$ cat config.mk
export PLATFORM = sky130hd
export DESIGN_NAME = hamming_enc_arbiter
export DESIGN_NICKNAME = d
export VERILOG_FILES = /design/src/rtl/hamming_enc_arbiter.sv
export SDC_FILE = /design/constraint.sdc
export NUM_CORES = 1
export LEC_CHECK = 0
export CAP_MARGIN = 20
export CELL_PAD_IN_SITES_DETAIL_PLACEMENT = 0
export CELL_PAD_IN_SITES_GLOBAL_PLACEMENT = 2
export CORE_ASPECT_RATIO = 0.75
export CORE_MARGIN = 1
export CORE_UTILIZATION = 31
export CTS_CLUSTER_DIAMETER = 40
export DETAILED_ROUTE_END_ITERATION = 12
export GPL_TIMING_DRIVEN = 0
export PLACE_DENSITY_LB_ADDON = 0.1
export SYNTH_ARGS = -nofsm -noshare
export SYNTH_HDL_FRONTEND = slang
export SYNTH_SLANG_ARGS = --single-unit
export TNS_END_PERCENT = 20
$ cat constraint.sdc
create_clock -name clk -period 4.99 [get_ports clk]
set_clock_uncertainty 0.15 [all_clocks]
set_input_delay 1.497 -clock clk [delete_from_list [all_inputs] [get_ports clk]]
set_output_delay 1.497 -clock clk [all_outputs]
set_load 0.005 [all_outputs]
$ cat src/rtl/hamming_enc_arbiter.sv
// -----------------------------------------------------------------------------
// hamming_enc_arbiter
//
// Purpose:
//   Two nibble requesters share one Hamming(7,4)+overall-parity (SECDED)
//   encoder. A round-robin arbiter picks a requester. The 8-bit codeword and
//   the requester ID go into a single-entry output register with a
//   valid/ready handshake. A one-shot XOR mask can be armed so that the next
//   accepted word carries deliberate bit flips for exercising a downstream
//   decoder. A wrapping counter tracks delivered codewords.
//
// Ports:
//   clk          system clock, all state on rising edge
//   rst          asynchronous active-high reset
//   req_valid    [1:0]  per-requester data valid (bit i = requester i)
//   req_data0    [3:0]  requester 0 nibble d3..d0
//   req_data1    [3:0]  requester 1 nibble d3..d0
//   req_ready    [1:0]  per-requester accept, at most one bit high
//   out_valid           output register holds a valid codeword
//   out_code     [7:0]  codeword {P,d3,d2,d1,p4,d0,p2,p1}
//   out_src             requester that produced out_code
//   out_ready           downstream accepts out_code
//   inj_arm             one-cycle pulse, captures inj_mask
//   inj_mask     [7:0]  XOR mask applied to the next accepted word
//   inj_pending         injection armed and not yet consumed
//   sent_cnt     [CNT_W-1:0] completed out_valid && out_ready transfers
// -----------------------------------------------------------------------------
module hamming_enc_arbiter #(
  parameter int CNT_W = 16
) (
  input  logic             clk,
  input  logic             rst,
  input  logic [1:0]       req_valid,
  input  logic [3:0]       req_data0,
  input  logic [3:0]       req_data1,
  output logic [1:0]       req_ready,
  output logic             out_valid,
  output logic [7:0]       out_code,
  output logic             out_src,
  input  logic             out_ready,
  input  logic             inj_arm,
  input  logic [7:0]       inj_mask,
  output logic             inj_pending,
  output logic [CNT_W-1:0] sent_cnt
);

  // Even parity over an arbitrary 7-bit vector.
  function automatic logic parity7(input logic [6:0] v);
    parity7 = ^v;
  endfunction

  // SECDED encoder: Hamming(7,4) positions 1..7 plus overall parity in bit 7.
  function automatic logic [7:0] hamming_secded_encode(input logic [3:0] d);
    logic       p1;
    logic       p2;
    logic       p4;
    logic [6:0] h;
    p1 = d[0] ^ d[1] ^ d[3];
    p2 = d[0] ^ d[2] ^ d[3];
    p4 = d[1] ^ d[2] ^ d[3];
    h  = {d[3], d[2], d[1], p4, d[0], p2, p1};
    hamming_secded_encode = {parity7(h), h};
  endfunction

  // State registers.
  logic             out_valid_q,   out_valid_d;
  logic [7:0]       out_code_q,    out_code_d;
  logic             out_src_q,     out_src_d;
  logic             last_grant_q,  last_grant_d;
  logic             inj_pending_q, inj_pending_d;
  logic [7:0]       inj_mask_q,    inj_mask_d;
  logic [CNT_W-1:0] sent_cnt_q,    sent_cnt_d;

  // Combinational datapath.
  logic       load_s;
  logic       any_req_s;
  logic       grant_s;
  logic       accept_s;
  logic       drain_s;
  logic [3:0] sel_data_s;
  logic [7:0] enc_code_s;
  logic [7:0] apply_mask_s;

  // Output register is free, or empties this same cycle.
  assign load_s    = !out_valid_q || out_ready;
  assign any_req_s = |req_valid;
  assign accept_s  = load_s && any_req_s;
  assign drain_s   = out_valid_q && out_ready;

  // Round-robin grant; on a tie the requester that did not win last goes.
  always_comb begin
    grant_s = 1'b0;
    case (req_valid)
      2'b01:   grant_s = 1'b0;
      2'b10:   grant_s = 1'b1;
      2'b11:   grant_s = ~last_grant_q;
      default: grant_s = 1'b0;
    endcase
  end

  // Ready is only offered to the granted requester when the register can load.
  always_comb begin
    req_ready = 2'b00;
    if (accept_s) begin
      if (grant_s) begin
        req_ready = {req_valid[1], 1'b0};
      end else begin
        req_ready = {1'b0, req_valid[0]};
      end
    end else begin
      req_ready = 2'b00;
    end
  end

  // Shared encoder fed by the granted requester's nibble.
  always_comb begin
    sel_data_s   = grant_s ? req_data1 : req_data0;
    enc_code_s   = hamming_secded_encode(sel_data_s);
    apply_mask_s = inj_pending_q ? inj_mask_q : 8'h00;
  end

  // Output register next state: load new word, empty, or hold while stalled.
  always_comb begin
    out_valid_d  = out_valid_q;
    out_code_d   = out_code_q;
    out_src_d    = out_src_q;
    last_grant_d = last_grant_q;
    if (load_s) begin
      if (any_req_s) begin
        out_valid_d  = 1'b1;
        out_code_d   = enc_code_s ^ apply_mask_s;
        out_src_d    = grant_s;
        last_grant_d = grant_s;
      end else begin
        out_valid_d  = 1'b0;
      end
    end else begin
      out_valid_d  = out_valid_q;
    end
  end

  // Injection: a new arm always wins (the word in flight uses the old mask);
  // otherwise an accept consumes a pending injection.
  always_comb begin
    inj_pending_d = inj_pending_q;
    inj_mask_d    = inj_mask_q;
    if (inj_arm) begin
      inj_pending_d = 1'b1;
      inj_mask_d    = inj_mask;
    end else if (accept_s && inj_pending_q) begin
      inj_pending_d = 1'b0;
    end else begin
      inj_pending_d = inj_pending_q;
    end
  end

  // Delivered-word counter, wraps naturally at 2^CNT_W.
  always_comb begin
    sent_cnt_d = sent_cnt_q;
    if (drain_s) begin
      sent_cnt_d = sent_cnt_q + {{(CNT_W-1){1'b0}}, 1'b1};
    end else begin
      sent_cnt_d = sent_cnt_q;
    end
  end

  // State flops; last_grant resets to 1 so requester 0 wins the first tie.
  always_ff @(posedge clk or posedge rst) begin
    if (rst) begin
      out_valid_q   <= 1'b0;
      out_code_q    <= 8'h00;
      out_src_q     <= 1'b0;
      last_grant_q  <= 1'b1;
      inj_pending_q <= 1'b0;
      inj_mask_q    <= 8'h00;
      sent_cnt_q    <= {CNT_W{1'b0}};
    end else begin
      out_valid_q   <= out_valid_d;
      out_code_q    <= out_code_d;
      out_src_q     <= out_src_d;
      last_grant_q  <= last_grant_d;
      inj_pending_q <= inj_pending_d;
      inj_mask_q    <= inj_mask_d;
      sent_cnt_q    <= sent_cnt_d;
    end
  end

  assign out_valid   = out_valid_q;
  assign out_code    = out_code_q;
  assign out_src     = out_src_q;
  assign inj_pending = inj_pending_q;
  assign sent_cnt    = sent_cnt_q;

endmodule
# Word level (Yosys, flattened, before mapping)
# Cells that the tools add are included.
word_totals:
  output_inout_bits: 29
  reg_bits: 36
  latchBits: 0
  ramBits: 0
  input_bits: 22
  mem_count: 0
  romBits: 0
classes:
  muxes: 8
  order_cmp: 0
  mul: 0
  n_div: 0
  n_reduce_logical: 9
  bitwise_logic: 8
  eq_ne: 2
  add_sub_neg: 1
  shift: 0
ops:
  columns: ["operator", "n"]
  rows:
  - ["16-bit by 1-bit adder with 16-bit output, second input constant", 1]
  - ["8-bit 2-to-1 mux", 1]
  - ["8-bit bitwise XOR", 1]
  - ["7-bit XOR reduction", 1]
  - ["1-bit bitwise XOR", 6]
  - ["2-bit == test, second input constant", 2]
  - ["2-bit 2-to-1 mux", 2]
  - ["4-bit 2-to-1 mux", 1]
  - ["1-bit logical AND", 3]
  - ["1-bit 2-to-1 mux", 3]
  - ["1-bit one-hot mux with 2 select lines", 1]
  - ["2-bit AND reduction", 1]
  - ["2-bit nonzero test", 1]
  - ["2-bit OR reduction", 1]
  - ["1-bit zero test", 1]
  - ["1-bit logical OR", 1]
  - ["1-bit inverter", 1]

# Logic depth before layout (Yosys ltp)
# Gate-level depths: netlist (run 1).
logic_depth:
  depth_word: 7
  mapped_depth: 5

# Worst setup path before layout (run 1)
# OpenSTA, ideal clock, no wires.
synth_timing:
  path_kind: "input -> output"
  start: "input port req_valid[1]"
  end: "output port req_ready[1]"
  cell_stages: 2
  n_path_buf: 0
  slack_ns: 1.385
  t_required_ns: 3.343
  arrival_time_ns: 1.958
  cell_sequence: "a21boi_4 > and2_1"
synth_between:
  elab_chain_len: 4
  elab_cells_between_ends: 7
synth_lines:
  columns: ["element", "line", "source"]
  rows:
  - ["start: declaration", "33", "input logic [1:0] req_valid,"]
  - ["2-bit == test", "93", "case (req_valid)"]
  - ["1-bit one-hot mux with 2 select lines", "93", null]
  - ["2-bit 2-to-1 mux", "105", "if (grant_s) begin"]
  - ["2-bit 2-to-1 mux (*)", "104", "if (accept_s) begin"]
  - ["end: declaration", "36", "output logic [1:0] req_ready,"]
# Every way passes the cells marked *; elsewhere a longest branch is shown, timed or not.

# Worst setup path after layout (run 1)
# Ends and elaborated chain as after synthesis.

==> results by group, run 1 <==
Timing
  • Fin. Hold Viols: 0
  • Slew @ Worst Pin: 676 ps
  • RSZ-0062 raised after global routing: false
  • Relative slew slack: 54.7%
  • Setup TNS: 0 ps
  • Final slew viol count: 0
  • Max frequency: 209 MHz
  • Hold slack: 323 ps
  • Fin crit share: 95.7%
  • Fin crit period: 4780 ps
  • Final Setup Violations: 0

Routing
  • Final WL: 3.73 mm
  • Drt wl/cell: 13.5 um
  • Initial DRC count: 46
  • TritonRoute pass-1 iters: 4
  • # DRC: 0
  • Antenna violation net count after detailed routing: 0
  • Detailed-route via count: 1233
  • Via/cell ratio: 4.47

Final layout
  • Post-layout nets: 226
  • Layout cell share with drive strength beyond 1: 9.31%
  • Leading cell types in the layout, fill and taps excluded: clkdlybuf4s50_1, dfrtp_1, nand2_1
  • Synth-to-Final Area Change: 40.7%
  • Commonest non-fill, non-tap cell in the layout: clkdlybuf4s50_1
  • Fill count: 464
  • Ant. Diodes: 0

Global route
  • Vias in the first global route: 1257
  • Initial antenna violation count: 0
  • Largest net degree at the start of global routing: 25
  • Overflow after GRT: 0
  • First-pass GRT wire length: 6.21 mm
  • Gr usage total: 14.7%

Min path
  • HP Start: sent_cnt[15]$_DFFE_PP0P_
  • Worst Hold End: sent_cnt[15]$_DFFE_PP0P_
  • Worst hold path type: register to register
  • Hold path cells: 1

Logic synthesis
  • Netlist cell types: 26
  • Mapped Nets: 169
  • Post-synth ARST share: 100%
  • Synth Warn #: 0
  • Prevailing post-synth register cell: dfrtp_1
  • Synthesized area per cell: 11.7 sq um
  • Sequential share of the synthesized area: 52.9%
  • Cells after Synth: 146
  • Mapped cell area: 0.00171 sq mm
  • Flops & latches, synth: 36
  • Post-synth EDFFs: 0

Power and ir drop
  • Flop pwr share: 46.5%
  • Comb pwr share: 28.8%
  • Sw power: 243 uW
  • Worst vdd ir: 0.000214 V
  • P_int: 622 uW
  • LEAKAGE: 0.00105 uW
  • Switching share of power: 28.1%
  • Clk pwr share: 24.7%
  • PwrDens: 360 mW/mm^2

Clocking
  • Cts repair resizes: 0
  • Clock transition at path regs: 70 ps
  • Max Buffers Root-to-Sink: 2
  • Hold_buf cts: 0
  • TritonCTS sink count: 36
  • TritonCTS Buffers: 5
  • # Post-CTS Setup Buffers: 0
  • CTS tree: built
  • Clk Latency, worst-skew pair: 280 ps
  • CTS root buffer: clkbuf_8
  • H-tree depth: 2

Setup path
  • Critical path type: input port to output pin
  • Worst r2r src: out_valid$_DFFE_PP0P_
  • Worst Reg-to-Reg Cells: 4
  • Worst EP arrival: 3130 ps
  • R2r setup slk: 3120 ps
  • CP Capture Type: output pin
  • Critical Path Fanout Max: 7
  • CP Launch Type: input port
  • CP required: 3340 ps
  • FF-to-FF End: out_code[0]$_DFFE_PP0P_

Placed design
  • I/O Buffers: 49
  • DP Wirelength: 2.91 mm
  • Final Wtd Congestion: 0.748

Die
  • Initial Utilization: 33.5%
  • Die width: 87.7 um
  • Ports: 51
  • Die Span Y: 66.3 um
  • Core area: 0.00509 sq mm
  • FP Rows: 22
  • Die Area: 0.00581 sq mm

Run
  • Max cap viols: 0

Run status
  • Status: completed
## sequential cells by signal, summed over array words and instances, names as in the netlist
signal        cells
inj_mask_q        8
inj_pending       1
last_grant_q      1
out_code          8
out_src           1
out_valid         1
sent_cnt         16
## layer usage
metal | part of all wire (%) | GRT usage (%) | up-vias
li1 | - | - | 610
met1 | 52 | 20.6 | 582
met2 | 42 | 22.3 | 36
met3 | 4.6 | 3.87 | 5
met4 | 0.96 | 4.30 | 0
met5 | 0 | 0 | -
## cells by family after synthesis
logic type / count (synthesis) / share of synthesized area [%]
buffers and inverters: 7 / 1.54
AND/OR/NAND/NOR: 45 / 12.5
AO/OA/AOI/OAI: 15 / 5.57
XOR/XNOR: 27 / 17.4
flip-flops: 36 / 52.9
multiplexers: 15 / 9.46
adder cells (fa/ha/maj): 1 / 0.733
## worst max-delay path, cell delays in order
cell and delay, ps:
clkdlybuf4s50_1 560, a21boi_4 350, and2_1 210, clkdlybuf4s50_1 510
## area by class of cell
| type | count | area, sq um | area share, % |
|---|---|---|---|
| clock buffer | 7 | 86.3 | 3.60 |
| sequential | 36 | 902 | 37.6 |
| clock inverter | 1 | 7.51 | 0.313 |
| buffer | 3 | 11.3 | 0.469 |
| tap | 72 | 90.1 | 3.75 |
| timing repair buffer | 50 | 510 | 21.3 |
| inverter | 4 | 15.0 | 0.625 |
| multi-input combinational | 103 | 778 | 32.4 |
## how the worst max path moves through the flow
stage	start	cells after the start	slack [ps]	to
CTS	req_valid[1]	4	210	req_ready[1]
floorplan	req_valid[1]	2	1390	req_ready[1]
global placement	req_valid[1]	4	220	req_ready[1]
detailed placement	req_valid[1]	4	220	req_ready[1]
finish	req_valid[1]	4	210	req_ready[1]
global route	req_valid[1]	4	170	req_ready[1]
## through the flow
step	power, uW	std cells	util [%]	cell area, sq um	worst slack, ps
2_1_floorplan	514	146	-	1710	1390
3_3_place_gp	652	267	44.9	2290	222
3_5_place_dp	659	268	45.3	2310	216
4_1_cts	879	276	47.1	2400	209
5_1_grt	924	276	47.1	2400	167
6_report	865	276	47.1	2400	215
## Yosys cell counts (all sizes together), types with 2 or more instances
cell type | n | area (sq um)
and2 | 2 | 12.5
nor2 | 4 | 15.0
nor3 | 3 | 15.0
nand4 | 4 | 25.0
nand3 | 2 | 10.0
nand2 | 24 | 90.1
a21o | 2 | 15.0
xnor2 | 14 | 123
o21ai | 9 | 45.0
a21oi | 2 | 10.0
xor2 | 9 | 78.8
inv | 4 | 15.0
xor3 | 4 | 95.1
and4 | 3 | 26.3
nand2b | 2 | 12.5
clkbuf | 2 | 7.51
mux2 | 9 | 101
mux2i | 6 | 60.1
dfrtp | 35 | 876
## power by group through the flow
| stage | clock [uW] | sequential [uW] | combinational [uW] |
|---|---|---|---|
| after global placement | 0 | 406 | 246 |
| after floorplan | 0 | 402 | 112 |
| after CTS | 223 | 403 | 252 |
| final | 214 | 402 | 249 |
| after detailed placement | 0 | 409 | 250 |
| after global routing | 238 | 414 | 272 |
(Power assumes the default switching activity.)
==> run 2, diff against run 1 <==
CORE_ASPECT_RATIO = 0.6   (was 0.75)
CORE_UTILIZATION = 33   (was 31)
CTS_BUF_LIST = sky130_fd_sc_hd__clkbuf_4 sky130_fd_sc_hd__clkbuf_8   (was not set)
==> results by group, run 2 (synthesis results as in run 1) <==
Die
  • Ports: 51
  • Die Span Y: 57.7 um
  • Die width: 94.8 um
  • Core area: 0.00478 sq mm
  • Die Area: 0.00547 sq mm
  • Initial Utilization: 35.7%
  • FP Rows: 19

Timing
  • Setup TNS: 0 ps
  • Final slew viol count: 0
  • RSZ-0062 raised after global routing: false
  • Final Setup Violations: 0
  • Fin crit share: 95.7%
  • Slew @ Worst Pin: 741 ps
  • Relative slew slack: 50.5%
  • Fin. Hold Viols: 0
  • Max frequency: 209 MHz
  • Fin crit period: 4770 ps
  • Worst setup margin: 217 ps

Clocking
  • CTS root buffer: clkbuf_8
  • Clk Latency, worst-skew pair: 290 ps
  • Hold_buf cts: 0
  • TritonCTS sink count: 36
  • CTS tree: built
  • H-tree depth: 2
  • Max Buffers Root-to-Sink: 2
  • # Post-CTS Setup Buffers: 0
  • Cts repair resizes: 0
  • TritonCTS Buffers: 5
  • Clock transition at path regs: 70 ps

Min path
  • Worst hold path type: register to register

Power and ir drop
  • Worst vdd ir: 0.000231 V
  • Pwr Total: 872 uW
  • PwrDens: 363 mW/mm^2
  • LEAKAGE: 0.00106 uW

Global route
  • Vias in the first global route: 1212
  • Gr usage total: 15.0%
  • First-pass GRT wire length: 5.98 mm
  • Largest net degree at the start of global routing: 21
  • Overflow after GRT: 0
  • Initial antenna violation count: 0

Final layout
  • Multi-input logic area: 778 sq um
  • Commonest non-fill, non-tap cell in the layout: clkdlybuf4s50_1
  • Fill count: 438
  • Post-layout nets: 226
  • Synth-to-Final Area Change: 40.7%
  • Leading cell types in the layout, fill and taps excluded: clkdlybuf4s50_1, dfrtp_1, nand2_1
  • Register area: 902 sq um
  • Ant. Diodes: 0
  • Max reg flops: 16
  • Layout cell share with drive strength beyond 1: 9.80%

Setup path
  • CP required: 3340 ps
  • Critical path type: input port to output pin
  • CP Capture Type: output pin
  • Critical Path Fanout Max: 7
  • CP Launch Type: input port
  • Worst EP arrival: 3130 ps

Routing
  • Drt wl/cell: 13.6 um
  • Initial DRC count: 38
  • TritonRoute pass-1 iters: 4
  • Antenna violation net count after detailed routing: 0
  • # DRC: 0
  • Final WL: 3.63 mm
  • Via/cell ratio: 4.58
  • Detailed-route via count: 1223

Placed design
  • Final Wtd Congestion: 0.736
  • Worst slack, placed: 201 ps
  • DP Wirelength: 2.85 mm
  • I/O Buffers: 49

Run
  • Max cap viols: 0

Run status
  • Status: completed
==> run 2: cell types whose count changed in the layout (fill, tap and decap cells not counted) <==
cell        previous run  this run
clkbuf_4               0         2
buf_12                 1         0
clkinvlp_4             1         0
clkbuf_1               3         2
buf_16                 0         1
==> run 2: path summary, 6_finish.rpt <==
path                                           from                        to  slack (ps)  depth (start not counted)
setup reg to reg           last_grant_q$_DFFE_PP1P_   out_code[1]$_DFFE_PP0P_        3050                          4
hold / removal             sent_cnt[15]$_DFFE_PP0P_  sent_cnt[15]$_DFFE_PP0P_         330                          1
setup / recovery                       req_valid[1]              req_ready[1]         220                          4
hold reg to reg            sent_cnt[15]$_DFFE_PP0P_  sent_cnt[15]$_DFFE_PP0P_         330                          1
min in group asynchronous                       rst  sent_cnt[15]$_DFFE_PP0P_        1500                          2
max in group asynchronous                       rst  last_grant_q$_DFFE_PP1P_        2560                          3
==> run 2: report_power, final <==
| group | leakage (uW) | switching [uW] | internal, uW |
|---|---|---|---|
| Clock | 0.0000523 | 99.5 | 123 |
| Sequential | 0.000436 | 55.7 | 347 |
| Combinational | 0.000576 | 83.2 | 163 |
| Total | 0.00106 | 238 | 634 |
==> run 2: layer usage <==
layer	part of all wire [%]	wire, um	GRT usage, %	vias to the layer above
met5	0	0	0	-
met4	1.5	53	6.49	0
met1	51	1860	21.8	574
li1	-	-	-	608
met3	5.0	180	4.33	7
met2	42	1530	20.9	34
==> run 2: critical path, stage by stage <==
cell and delay [ps]:
clkdlybuf4s50_1 540, a21boi_4 360, and2_1 220, clkdlybuf4s50_1 510
==> run 2: area by class of cell <==
class,instances,share of cell area [%]
Buffer,3,0.469
Clock buffer,8,4.06
Inverter,4,0.625
Multi-Input combinational cell,103,32.4
Sequential cell,36,37.6
Tap cell,63,3.28
Timing Repair Buffer,50,21.6
==> run 2: through the flow <==
| step | cell area, sq um | instances | hold WS (ps) | utilization [%] |
|---|---|---|---|---|
| after floorplan | 1710 | 146 | 315 | - |
| after global routing | 2400 | 267 | 347 | 50.2 |
| final | 2400 | 267 | 331 | 50.2 |
| after detailed placement | 2300 | 259 | 324 | 48.2 |
| after global placement | 2280 | 258 | 313 | 47.6 |
| after CTS | 2400 | 267 | 337 | 50.2 |
==> run 3, diff against run 2 <==
--- a/config.mk
+++ b/config.mk
@@ -16,3 +16,3 @@
 export DETAILED_ROUTE_END_ITERATION = 12
-export GPL_TIMING_DRIVEN = 0
+export HOLD_SLACK_MARGIN = 0.08
 export PLACE_DENSITY_LB_ADDON = 0.1
--- a/constraint.sdc
+++ b/constraint.sdc
@@ -4,2 +4,2 @@
 set_output_delay 1.497 -clock clk [all_outputs]
-set_load 0.005 [all_outputs]
+set_load 0.05 [all_outputs]
==> results by group, run 3 (synthesis results as in run 1) <==
Run status
  • Status: completed

Global route
  • Largest net degree at the start of global routing: 37
  • First-pass GRT wire length: 6.01 mm
  • Gr usage total: 14.8%
  • Initial antenna violation count: 0
  • Vias in the first global route: 1219
  • Overflow after GRT: 0

Clocking
  • CTS root buffer: clkbuf_8
  • Cts repair resizes: 0
  • Max Buffers Root-to-Sink: 2
  • Hold_buf cts: 0
  • CTS tree: built
  • Clock transition at path regs: 80 ps
  • # Post-CTS Setup Buffers: 0
  • TritonCTS Buffers: 5
  • TritonCTS sink count: 36
  • H-tree depth: 2
  • Clk Latency, worst-skew pair: 280 ps

Timing
  • Relative slew slack: 65.8%
  • Max frequency: 224 MHz
  • Fin. Hold Viols: 0
  • Fin crit period: 4460 ps
  • Setup TNS: 0 ps
  • Slew @ Worst Pin: 512 ps
  • Final Setup Violations: 0
  • RSZ-0062 raised after global routing: false
  • Hold slack: 323 ps
  • Fin crit share: 89.4%
  • Final slew viol count: 0

Final layout
  • Layout cell share with drive strength beyond 1: 11.3%
  • Max reg flops: 16
  • Leading cell types in the layout, fill and taps excluded: clkdlybuf4s50_1, dfrtp_1, nand2_1
  • Synth-to-Final Area Change: 41.9%
  • Ant. Diodes: 0
  • Post-layout nets: 225
  • Commonest non-fill, non-tap cell in the layout: clkdlybuf4s50_1

Routing
  • Final WL: 3.49 mm
  • # DRC: 0
  • Via/cell ratio: 4.60
  • Antenna violation net count after detailed routing: 0
  • Initial DRC count: 32
  • Detailed-route via count: 1224
  • Drt wl/cell: 13.1 um
  • TritonRoute pass-1 iters: 4

Die
  • Die Span Y: 57.7 um
  • Die width: 94.8 um
  • Initial Utilization: 35.7%
  • Die Area: 0.00547 sq mm
  • Ports: 51
  • Core area: 0.00478 sq mm
  • FP Rows: 19

Setup path
  • Worst EP arrival: 2810 ps
  • Critical Path Fanout Max: 7
  • Slowest CP cell: clkdlybuf4s50_1
  • Crit-path leading delay family: buffers and inverters
  • CP Buf/Inv Count: 2
  • CP Launch Type: input port
  • CP required: 3340 ps
  • Critical Path Max Stage Delay: 560 ps
  • CP Cell Sequence: clkdlybuf4s50_1 > a21boi_4 > and2_1 > buf_12
  • Critical path type: input port to output pin
  • CP Capture Type: output pin

Power and ir drop
  • PwrDens: 442 mW/mm^2
  • Worst vdd ir: 0.000263 V
  • Pwr Total: 1070 uW
  • LEAKAGE: 0.00107 uW

Run
  • Max cap viols: 0

Placed design
  • DP Wirelength: 2.67 mm
  • I/O Buffers: 50
  • Final Wtd Congestion: 0.738

Min path
  • Worst hold path type: register to register
==> run 3: cell count changes in the layout (fill, tap and decap cells not counted) <==
cell	delta
clkbuf_8	-1
clkinv_2	+1
buf_16	-1
buf_1	-1
clkdlybuf4s50_1	-1
buf_4	+2
bufinv_16	+1
clkbuf_4	-2
clkbuf_1	-2
buf_12	+2
clkinvlp_4	+1
==> run 3: path summary, 6_finish.rpt <==
check / start / endpoint / slack, ps / depth (start not counted)
max: req_valid[1] / req_ready[1] / 530 / 4
min: sent_cnt[15]$_DFFE_PP0P_ / sent_cnt[15]$_DFFE_PP0P_ / 320 / 1
max reg2reg: last_grant_q$_DFFE_PP1P_ / out_code[1]$_DFFE_PP0P_ / 3080 / 4
min reg2reg: sent_cnt[15]$_DFFE_PP0P_ / sent_cnt[15]$_DFFE_PP0P_ / 320 / 1
max in group asynchronous: rst / last_grant_q$_DFFE_PP1P_ / 2870 / 3
min in group asynchronous: rst / sent_cnt[9]$_DFFE_PP0P_ / 1470 / 3
==> run 3: per-stage QoR <==
step	cell area (sq um)	setup WS, ps	util, %	cells
floorplan	1710	855	-	146
global placement	2300	547	48.2	257
detailed placement	2300	513	48.2	257
CTS	2410	512	50.5	265
global route	2420	431	50.7	266
finish	2420	529	50.7	266
==> run 3: power by group <==
| part | leakage, uW | internal, uW | switching (uW) |
|---|---|---|---|
| Sequential | 0.000436 | 347 | 58.4 |
| Combinational | 0.000583 | 166 | 246 |
| Clock | 0.0000541 | 148 | 106 |
==> run 3: final cells by class <==
type,count,area [sq um]
Inverter,4,15.0
Sequential cell,36,902
Multi-Input combinational cell,103,778
Fill cell,422,2360
Timing Repair Buffer,52,536
Clock buffer,5,68.8
Clock inverter,3,42.5
Tap cell,63,78.8
==> run 3: layer usage <==
layer	share of wire (%)	up-vias	GRT usage (%)
met5	0	-	0
met4	0.52	0	5.19
met3	3.8	3	4.33
met2	42	25	19.8
met1	54	590	22.4
li1	-	606	-
